File: config.mk
export PLATFORM = sky130hd
export DESIGN_NAME = ace_ccu_conflict_sched_flat
export DESIGN_NICKNAME = d
export VERILOG_FILES = /design/src/rtl/ace_ccu_conflict_sched_pkg.sv /design/src/rtl/ace_ccu_conflict_sched_if.sv /design/src/rtl/ace_ccu_conflict_sched_table.sv /design/src/rtl/ace_ccu_conflict_sched.sv /design/src/flat_wrapper.sv
export SDC_FILE = /design/constraint.sdc
export NUM_CORES = 2
export LEC_CHECK = 0
export CELL_PAD_IN_SITES_DETAIL_PLACEMENT = 1
export CELL_PAD_IN_SITES_GLOBAL_PLACEMENT = 1
export CORE_ASPECT_RATIO = 1.2
export CORE_MARGIN = 2
export CORE_UTILIZATION = 41
export CTS_CLUSTER_SIZE = 30
export DETAILED_ROUTE_END_ITERATION = 8
export GPL_TIMING_DRIVEN = 0
export HOLD_SLACK_MARGIN = 0.15
export MAX_ROUTING_LAYER = met4
export PLACE_DENSITY = 0.67
export SLEW_MARGIN = 20
export SYNTH_ARGS = -nofsm -noshare
export SYNTH_HDL_FRONTEND = slang
export SYNTH_HIERARCHICAL = 1
export SYNTH_SLANG_ARGS = --single-unit
File: constraint.sdc
create_clock -name clk_i -period 4.6 [get_ports clk_i]
set_input_delay 0.92 -clock clk_i [delete_from_list [all_inputs] [get_ports clk_i]]
set_output_delay 0.92 -clock clk_i [all_outputs]
set_load 0.01 [all_outputs]
File: src/rtl/ace_ccu_conflict_sched_pkg.sv
// ace_ccu_conflict_sched_pkg: scheduler state encoding and round-robin pointer values
package ace_ccu_conflict_sched_pkg;
  typedef logic [1:0] ccu_sched_state_t;
  localparam ccu_sched_state_t IDLE   = 2'd0;
  localparam ccu_sched_state_t GNT_AR = 2'd1;
  localparam ccu_sched_state_t GNT_AW = 2'd2;
  localparam logic RR_AR = 1'b0;
  localparam logic RR_AW = 1'b1;
endpackage

File: src/rtl/ace_ccu_conflict_sched_if.sv
// ace_ccu_conflict_sched_if: AR/AW request handshakes between demux, scheduler and ccu_fsm
interface ace_ccu_conflict_sched_if #(
  parameter int AddrWidth = 64,
  parameter int IdWidth   = 5
);
  logic                 slv_ar_valid, slv_ar_ready, mst_ar_valid, mst_ar_ready;
  logic [AddrWidth-1:0] slv_ar_addr;
  logic [IdWidth-1:0]   slv_ar_id;
  logic                 slv_aw_valid, slv_aw_ready, mst_aw_valid, mst_aw_ready;
  logic [AddrWidth-1:0] slv_aw_addr;
  logic [IdWidth-1:0]   slv_aw_id;
  modport master (
    output slv_ar_valid, slv_ar_addr, slv_ar_id, mst_ar_ready,
    output slv_aw_valid, slv_aw_addr, slv_aw_id, mst_aw_ready,
    input  slv_ar_ready, mst_ar_valid, slv_aw_ready, mst_aw_valid
  );
  modport slave (
    input  slv_ar_valid, slv_ar_addr, slv_ar_id, mst_ar_ready,
    input  slv_aw_valid, slv_aw_addr, slv_aw_id, mst_aw_ready,
    output slv_ar_ready, mst_ar_valid, slv_aw_ready, mst_aw_valid
  );
endinterface

File: src/rtl/ace_ccu_conflict_sched_table.sv
// ace_ccu_conflict_sched_table: outstanding-transaction table with line/ID conflict lookup,
// lowest-free-slot allocation, completion invalidation and occupancy count.
module ace_ccu_conflict_sched_table #(
  parameter int MaxTrans  = 8,
  parameter int LineWidth = 58,
  parameter int IdWidth   = 5
) (
  input  logic                        clk_i,
  input  logic                        rst_ni,
  input  logic [LineWidth-1:0]        ar_line,
  input  logic [IdWidth-1:0]          ar_id,
  input  logic [LineWidth-1:0]        aw_line,
  input  logic [IdWidth-1:0]          aw_id,
  output logic                        ar_ok,
  output logic                        aw_ok,
  output logic                        full,
  input  logic                        alloc,
  input  logic                        alloc_write,
  input  logic [LineWidth-1:0]        alloc_line,
  input  logic [IdWidth-1:0]          alloc_id,
  input  logic                        r_done,
  input  logic [IdWidth-1:0]          r_done_id,
  input  logic                        b_done,
  input  logic [IdWidth-1:0]          b_done_id,
  output logic [$clog2(MaxTrans):0]   count,
  output logic                        err
);
  localparam int IdxW = $clog2(MaxTrans);
  typedef struct packed {
    logic                 valid;
    logic                 is_write;
    logic [LineWidth-1:0] line;
    logic [IdWidth-1:0]   id;
  } entry_t;
  entry_t tab_q [MaxTrans];
  logic [MaxTrans-1:0] vld, ar_line_hit, aw_line_hit, ar_id_hit, aw_id_hit, r_hit, b_hit, clr;
  logic [IdxW-1:0] free_idx;
  logic miss;
  for (genvar i = 0; i < MaxTrans; i++) begin : g_match
    assign vld[i]         = tab_q[i].valid;
    assign ar_line_hit[i] = vld[i] && tab_q[i].line == ar_line;
    assign aw_line_hit[i] = vld[i] && tab_q[i].line == aw_line;
    assign ar_id_hit[i]   = vld[i] && !tab_q[i].is_write && tab_q[i].id == ar_id;
    assign aw_id_hit[i]   = vld[i] && tab_q[i].is_write && tab_q[i].id == aw_id;
    assign r_hit[i]       = vld[i] && !tab_q[i].is_write && tab_q[i].id == r_done_id;
    assign b_hit[i]       = vld[i] && tab_q[i].is_write && tab_q[i].id == b_done_id;
  end
  assign ar_ok = ~|{ar_line_hit, ar_id_hit};
  assign aw_ok = ~|{aw_line_hit, aw_id_hit};
  assign full  = &vld;
  assign clr   = (r_done ? r_hit : '0) | (b_done ? b_hit : '0);
  assign miss  = (r_done && !(|r_hit)) || (b_done && !(|b_hit));
  always_comb begin
    free_idx = '0;
    count    = '0;
    for (int i = MaxTrans - 1; i >= 0; i--) free_idx = vld[i] ? free_idx : IdxW'(i);
    for (int i = 0; i < MaxTrans; i++) count = count + (IdxW+1)'(vld[i]);
  end
  // Slot choice uses pre-free occupancy, so a same-cycle free never collides with the new entry
  always_ff @(posedge clk_i or negedge rst_ni) begin
    if (!rst_ni) begin
      for (int i = 0; i < MaxTrans; i++) tab_q[i] <= '0;
      err <= 1'b0;
    end else begin
      for (int i = 0; i < MaxTrans; i++) if (clr[i]) tab_q[i].valid <= 1'b0;
      if (alloc) tab_q[free_idx] <= '{valid: 1'b1, is_write: alloc_write, line: alloc_line, id: alloc_id};
      err <= err | miss;
    end
  end
endmodule

File: src/rtl/ace_ccu_conflict_sched.sv
// ace_ccu_conflict_sched: serializes coherent AR/AW issue to one outstanding transaction per line,
// round-robin between AR and AW; ACE_CCU_CONFLICT_STATS_EN adds a saturating stall counter.
module ace_ccu_conflict_sched
  import ace_ccu_conflict_sched_pkg::*;
#(
  parameter int MaxTrans  = 8,
  parameter int AddrWidth = 64,
  parameter int IdWidth   = 5,
  parameter int LineBytes = 64
) (
  input  logic                      clk_i,
  input  logic                      rst_ni,
  ace_ccu_conflict_sched_if.slave   bus,
  input  logic                      r_done_i,
  input  logic [IdWidth-1:0]        r_done_id_i,
  input  logic                      b_done_i,
  input  logic [IdWidth-1:0]        b_done_id_i,
  output logic                      busy_o,
  output logic [$clog2(MaxTrans):0] count_o,
  output logic                      err_o
`ifdef ACE_CCU_CONFLICT_STATS_EN
  ,
  output logic [31:0]               stall_cnt_o,
  input  logic                      stall_clr_i
`endif
);
  localparam int OffW  = $clog2(LineBytes);
  localparam int LineW = AddrWidth - OffW;
  ccu_sched_state_t state_q, state_d;
  logic rr_q, ar_ok, aw_ok, full, ar_elig, aw_elig, hs_ar, hs_aw, alloc, gnt_valid, unused_off;
  logic [LineW-1:0] ar_line, aw_line;
  assign ar_line    = bus.slv_ar_addr[AddrWidth-1:OffW];
  assign aw_line    = bus.slv_aw_addr[AddrWidth-1:OffW];
  assign unused_off = ^{bus.slv_ar_addr[OffW-1:0], bus.slv_aw_addr[OffW-1:0]};
  assign ar_elig    = bus.slv_ar_valid && !full && ar_ok;
  assign aw_elig    = bus.slv_aw_valid && !full && aw_ok;
  assign bus.mst_ar_valid = state_q == GNT_AR && bus.slv_ar_valid;
  assign bus.slv_ar_ready = state_q == GNT_AR && bus.mst_ar_ready;
  assign bus.mst_aw_valid = state_q == GNT_AW && bus.slv_aw_valid;
  assign bus.slv_aw_ready = state_q == GNT_AW && bus.mst_aw_ready;
  assign hs_ar      = bus.mst_ar_valid && bus.mst_ar_ready;
  assign hs_aw      = bus.mst_aw_valid && bus.mst_aw_ready;
  assign alloc      = hs_ar || hs_aw;
  assign gnt_valid  = state_q == GNT_AR ? bus.slv_ar_valid : state_q == GNT_AW ? bus.slv_aw_valid : 1'b0;
  always_comb begin
    state_d = state_q == IDLE ? (ar_elig && (!aw_elig || rr_q == RR_AR) ? GNT_AR : aw_elig ? GNT_AW : IDLE)
            : (alloc || !gnt_valid) ? IDLE : state_q;
  end
  always_ff @(posedge clk_i or negedge rst_ni) begin
    if (!rst_ni) begin
      state_q <= IDLE;
      rr_q    <= RR_AR;
    end else begin
      state_q <= state_d;
      if (alloc) rr_q <= hs_ar ? RR_AW : RR_AR;
    end
  end
  ace_ccu_conflict_sched_table #(
    .MaxTrans (MaxTrans),
    .LineWidth(LineW),
    .IdWidth  (IdWidth)
  ) u_table (
    .clk_i      (clk_i),
    .rst_ni     (rst_ni),
    .ar_line    (ar_line),
    .ar_id      (bus.slv_ar_id),
    .aw_line    (aw_line),
    .aw_id      (bus.slv_aw_id),
    .ar_ok      (ar_ok),
    .aw_ok      (aw_ok),
    .full       (full),
    .alloc      (alloc),
    .alloc_write(hs_aw),
    .alloc_line (hs_aw ? aw_line : ar_line),
    .alloc_id   (hs_aw ? bus.slv_aw_id : bus.slv_ar_id),
    .r_done     (r_done_i),
    .r_done_id  (r_done_id_i),
    .b_done     (b_done_i),
    .b_done_id  (b_done_id_i),
    .count      (count_o),
    .err        (err_o)
  );
  assign busy_o = |count_o;
`ifdef ACE_CCU_CONFLICT_STATS_EN
  logic stall;
  assign stall = (bus.slv_ar_valid && !ar_elig) || (bus.slv_aw_valid && !aw_elig);
  always_ff @(posedge clk_i or negedge rst_ni) begin
    if (!rst_ni) stall_cnt_o <= '0;
    else if (stall_clr_i) stall_cnt_o <= '0;
    else if (stall && stall_cnt_o != '1) stall_cnt_o <= stall_cnt_o + 32'd1;
  end
`endif
endmodule

File: src/flat_wrapper.sv
// flat-port wrapper written by rule: the top's interface ports become plain ports
module ace_ccu_conflict_sched_flat import ace_ccu_conflict_sched_pkg::*;
#(
  parameter int MaxTrans  = 8,
  parameter int AddrWidth = 64,
  parameter int IdWidth   = 5,
  parameter int LineBytes = 64
)
  (clk_i, rst_ni, r_done_i, r_done_id_i, b_done_i, b_done_id_i, busy_o, count_o, err_o, bus_slv_ar_valid, bus_slv_ar_addr, bus_slv_ar_id, bus_mst_ar_ready, bus_slv_aw_valid, bus_slv_aw_addr, bus_slv_aw_id, bus_mst_aw_ready, bus_slv_ar_ready, bus_mst_ar_valid, bus_slv_aw_ready, bus_mst_aw_valid);
  ace_ccu_conflict_sched_if #(.AddrWidth(AddrWidth), .IdWidth(IdWidth)) bus_i ();
  input  logic clk_i;
  input  logic rst_ni;
  input  logic r_done_i;
  input  logic [IdWidth-1:0] r_done_id_i;
  input  logic b_done_i;
  input  logic [IdWidth-1:0] b_done_id_i;
  output logic busy_o;
  output logic [$clog2(MaxTrans):0] count_o;
  output logic err_o;
  input wire logic [$bits(bus_i.slv_ar_valid)-1:0] bus_slv_ar_valid;
  input wire logic [$bits(bus_i.slv_ar_addr)-1:0] bus_slv_ar_addr;
  input wire logic [$bits(bus_i.slv_ar_id)-1:0] bus_slv_ar_id;
  input wire logic [$bits(bus_i.mst_ar_ready)-1:0] bus_mst_ar_ready;
  input wire logic [$bits(bus_i.slv_aw_valid)-1:0] bus_slv_aw_valid;
  input wire logic [$bits(bus_i.slv_aw_addr)-1:0] bus_slv_aw_addr;
  input wire logic [$bits(bus_i.slv_aw_id)-1:0] bus_slv_aw_id;
  input wire logic [$bits(bus_i.mst_aw_ready)-1:0] bus_mst_aw_ready;
  output wire logic [$bits(bus_i.slv_ar_ready)-1:0] bus_slv_ar_ready;
  output wire logic [$bits(bus_i.mst_ar_valid)-1:0] bus_mst_ar_valid;
  output wire logic [$bits(bus_i.slv_aw_ready)-1:0] bus_slv_aw_ready;
  output wire logic [$bits(bus_i.mst_aw_valid)-1:0] bus_mst_aw_valid;
  assign bus_i.slv_ar_valid = bus_slv_ar_valid;
  assign bus_i.slv_ar_addr = bus_slv_ar_addr;
  assign bus_i.slv_ar_id = bus_slv_ar_id;
  assign bus_i.mst_ar_ready = bus_mst_ar_ready;
  assign bus_i.slv_aw_valid = bus_slv_aw_valid;
  assign bus_i.slv_aw_addr = bus_slv_aw_addr;
  assign bus_i.slv_aw_id = bus_slv_aw_id;
  assign bus_i.mst_aw_ready = bus_mst_aw_ready;
  assign bus_slv_ar_ready = bus_i.slv_ar_ready;
  assign bus_mst_ar_valid = bus_i.mst_ar_valid;
  assign bus_slv_aw_ready = bus_i.slv_aw_ready;
  assign bus_mst_aw_valid = bus_i.mst_aw_valid;
  ace_ccu_conflict_sched #(.MaxTrans(MaxTrans), .AddrWidth(AddrWidth), .IdWidth(IdWidth), .LineBytes(LineBytes)) u_core (.clk_i(clk_i), .rst_ni(rst_ni), .bus(bus_i), .r_done_i(r_done_i), .r_done_id_i(r_done_id_i), .b_done_i(b_done_i), .b_done_id_i(b_done_id_i), .busy_o(busy_o), .count_o(count_o), .err_o(err_o));
endmodule
==> summary.md <==
| Metric | Value |
|---|---|
| Status | complete, but fails checks |
| Failing checks | negative setup slack |
| Vias in the first global route | 30,700 |
| Crit Path Max Fanout | 2 |
| Row cnt | 115 |
| Yosys warns | 6 |
| Main combinational cell family by area after synthesis | XOR/XNOR gates |
| First-pass GRT wire length | 289 mm |
| Top post-synthesis cells by area | dfrtp_1 39%, xnor2_1 15%, mux2_2 14% |
| Core Region | 81,900 um^2 |
| Grt ovf | 0 |
| Adder-cell share of the synthesized area | 0.458% |
| Layout cell share with drive strength beyond 1 | 25.0% |
| Final Util | 48.5% |
| Max Clock Freq | 196 MHz |
| Final period utilization | 111% |
| Layout Skew | 0.0356 ns |
| Design Area, Final | 39,700 um^2 |
| Static power due to leakage | 17.0 nW |
| Crit-path cells | clkinvlp_4 -> fa_1 -> fa_1 -> fa_1 -> inv_1 -> ha_2 -> inv_2 -> fa_1 -> inv_2 -> or4_1 -> buf_2 |
| # nets final | 3,513 |
| Slew headroom | 9.89% |
| Die H | 319 um |
| Post-Syn Nets | 3,264 |
| Mux contribution to synthesized area | 18.2% |
| Worst setup SP type | register |
| Synth area leader | dfrtp_1 |
| WP data required | 3.68 ns |
| PwrDens | 587 nW/um^2 |
| Initial antenna violation count | 31 |
| Worst setup EP type | primary output |
| Hold WC Path Type | register to register |
| Peak supply drop | 0.000885 V |
| Most used DFF post-synth | dfrtp_1 |
| CTS tree | built |
| Syn_area_per_cell | 10.9 um^2 |
| Most used cell, CP | fa_1 |
| DRT Pass-1 Iters | 5 |
| Number of enable flip-flop cells after synthesis | 0 |
| I/O pins | 166 |
| Async S/R FF share, synth | 100% |
| Final Non-Filler Cells | 4,493 |
| Deepest clock path buffer count | 3 |
| Final Slew Violations | 0 |
| Inserted Clock Buffers | 61 |
| Final setup viols | 5 |
| Area Growth Syn to Fin | 17.1% |
| WL/cell | 49.4 um |
| DRT iter0 DRCs | 4,624 |
| Top-count cell post-synth | xnor2_1 |
| Distinct cell type count after synthesis | 67 |
| Root buffer cell | clkbuf_16 |
| Yosys top cell area share | 38.7% |
| Post-route DRC | 0 |
| DP HPWL | 156 mm |
| Register area share after synthesis | 38.7% |
| Placed inst area | 37,400 um^2 |
| Vias/cell | 6.87 |
| Vias | 30,900 |
| Post-layout minimum cycle time | 5.10 ns |
| Antenna Violating Nets Remaining | 0 |
| Die width | 266 um |
| Clock Sinks | 524 |
| Die area | 85,000 um^2 |
| Worst path top cell family by delay | adder cells |
| Drt total wl | 222 mm |
| Max incr delay on CP | 0.52 ns |
| Compound-Gate Fraction of Synth Area | 5.79% |
| RSZ-0062 raised after global routing | yes |
| Initial Utilization | 41.4% |
| Clk pin slew, worst setup/hold paths | 0.06 ns |
| Largest net degree at the start of global routing | 93 |
| Final setup margin | -0.497 ns |
| Syn Inst Count | 3,098 |
| H-tree depth | 2 |
| Reported max-cap violation count | 0 |
| Post-Synth XOR/XNOR Area | 23.0% |
| Mapped cell area | 33,900 um^2 |
| All-layer global routing usage | 53.3% |
| Bufs and invs on worst path | 5 |
| Post-Synth Simple-Gate Area | 8.43% |
| Critical path data arrival time | 4.18 ns |
| Seq cells post-synth | 524 |
| Clock latency reported for the late side of the worst-skew pair | 0.70 ns |
| Synth top cells by count | 590 x xnor2_1, 524 x dfrtp_1, 414 x mux2_2 |
| Worst-Margin Slew | 1.35 ns |
| Placed insts | 4,321 |
| Crit-path slowest cell | fa_1 |
| WS Path Type | register to primary output |
| RD Place Congestion | 1.14 |
| IO buf count | 141 |
| Hold Fails Final Rpt | 0 |
==> per-layer routing <==
metal  global-route usage [%]  vias to the layer above  share of wire, %  routed length [um]
met5                        -                        -                 0                   0
met4                     48.5                        0                12               25800
met3                     22.6                      986                13               29100
met2                     71.7                     2625                41               89900
met1                     59.1                    15800                35               77100
li1                         -                    11400                 -                   -
==> cells in the final DEF (no fill, tap or decap), drive strengths merged, types with 8 or more instances in the layout <==
cell type	Yosys	layout
xnor2	590	590
mux2	534	534
dfrtp	524	524
xor2	301	301
buf	159	207
clkbuf	88	185
nand4	173	173
inv	139	137
clkdlybuf4s50	0	135
nor4	121	121
nand2	68	68
o22ai	65	65
diode	0	50
o21ai	50	50
nor3	37	37
a22o	31	31
a221oi	30	30
nand2b	21	21
o2bb2ai	19	19
nand3	18	18
a21oi	11	11
nor2	9	9
o2111ai	9	9
a22oi	8	8
or4	8	8
==> worst paths after layout <==
kind	startpoint	end	slack [ns]	depth (start not counted)
max in group asynchronous	rst_ni	async pin	2.24	5
hold reg to reg	u_core/rr_q$_DFFE_PN0P_	u_core/rr_q$_DFFE_PN0P_	0.53	1
hold / removal	u_core/rr_q$_DFFE_PN0P_	u_core/rr_q$_DFFE_PN0P_	0.53	1
setup / recovery	u_core/u_table/tab_q[259]$_DFF_PN0_	busy_o	-0.50	11
setup reg to reg	u_core/u_table/tab_q[194]$_DFF_PN0_	u_core/state_q[0]$_DFFE_PN0P_	0.43	8
min in group asynchronous	rst_ni	async pin	0.67	2
==> area by class of cell <==
type | instances | area, um^2
Fill cell | 8782 | 42200
Multi-Input combinational cell | 2187 | 19000
Sequential cell | 524 | 13100
Timing Repair Buffer | 186 | 2230
Clock buffer | 97 | 1880
Buffer | 247 | 1400
Tap cell | 1053 | 1320
Inverter | 140 | 537
Antenna cell | 50 | 125
Clock inverter | 9 | 98.8
==> cell families after synthesis <==
group	Yosys count
compound gates	268
simple gates	484
xor+xnor	891
flops	524
fa+ha+maj	10
mux	534
buf+inv	387
==> what timing repair did <==
item                                    in CTS  in global routing
resized for setup                           23                  5
setup buffers                               10                  4
cloned                                       0                  0
endpoints found under the setup margin       7                  7
pin swaps                                    3                  2
endpoints found under the hold margin       18                  0
hold buffers                                 1                  0
==> metrics by stage <==
step                      TNS [ns]  power [mW]  hold WS, ns  setup slack [ns]
after global routing        -0.869        23.9        0.543            -0.572
final                        -1.35        23.3        0.530            -0.497
after CTS                   -0.644        22.7        0.528            -0.527
after global placement           -        17.3        0.480            -22.41
after floorplan                  0        13.6        0.464             0.374
after detailed placement     -3.22        17.6        0.505             -1.00
==> report_power, final <==
part	internal (mW)	leakage, nW	switching [mW]
Clock	2.88	0.981	2.20
Combinational	4.40	9.22	5.44
Sequential	6.25	6.82	2.15
Total	13.5	17.0	9.79
Note: power is estimated with default switching activity, not from simulation.
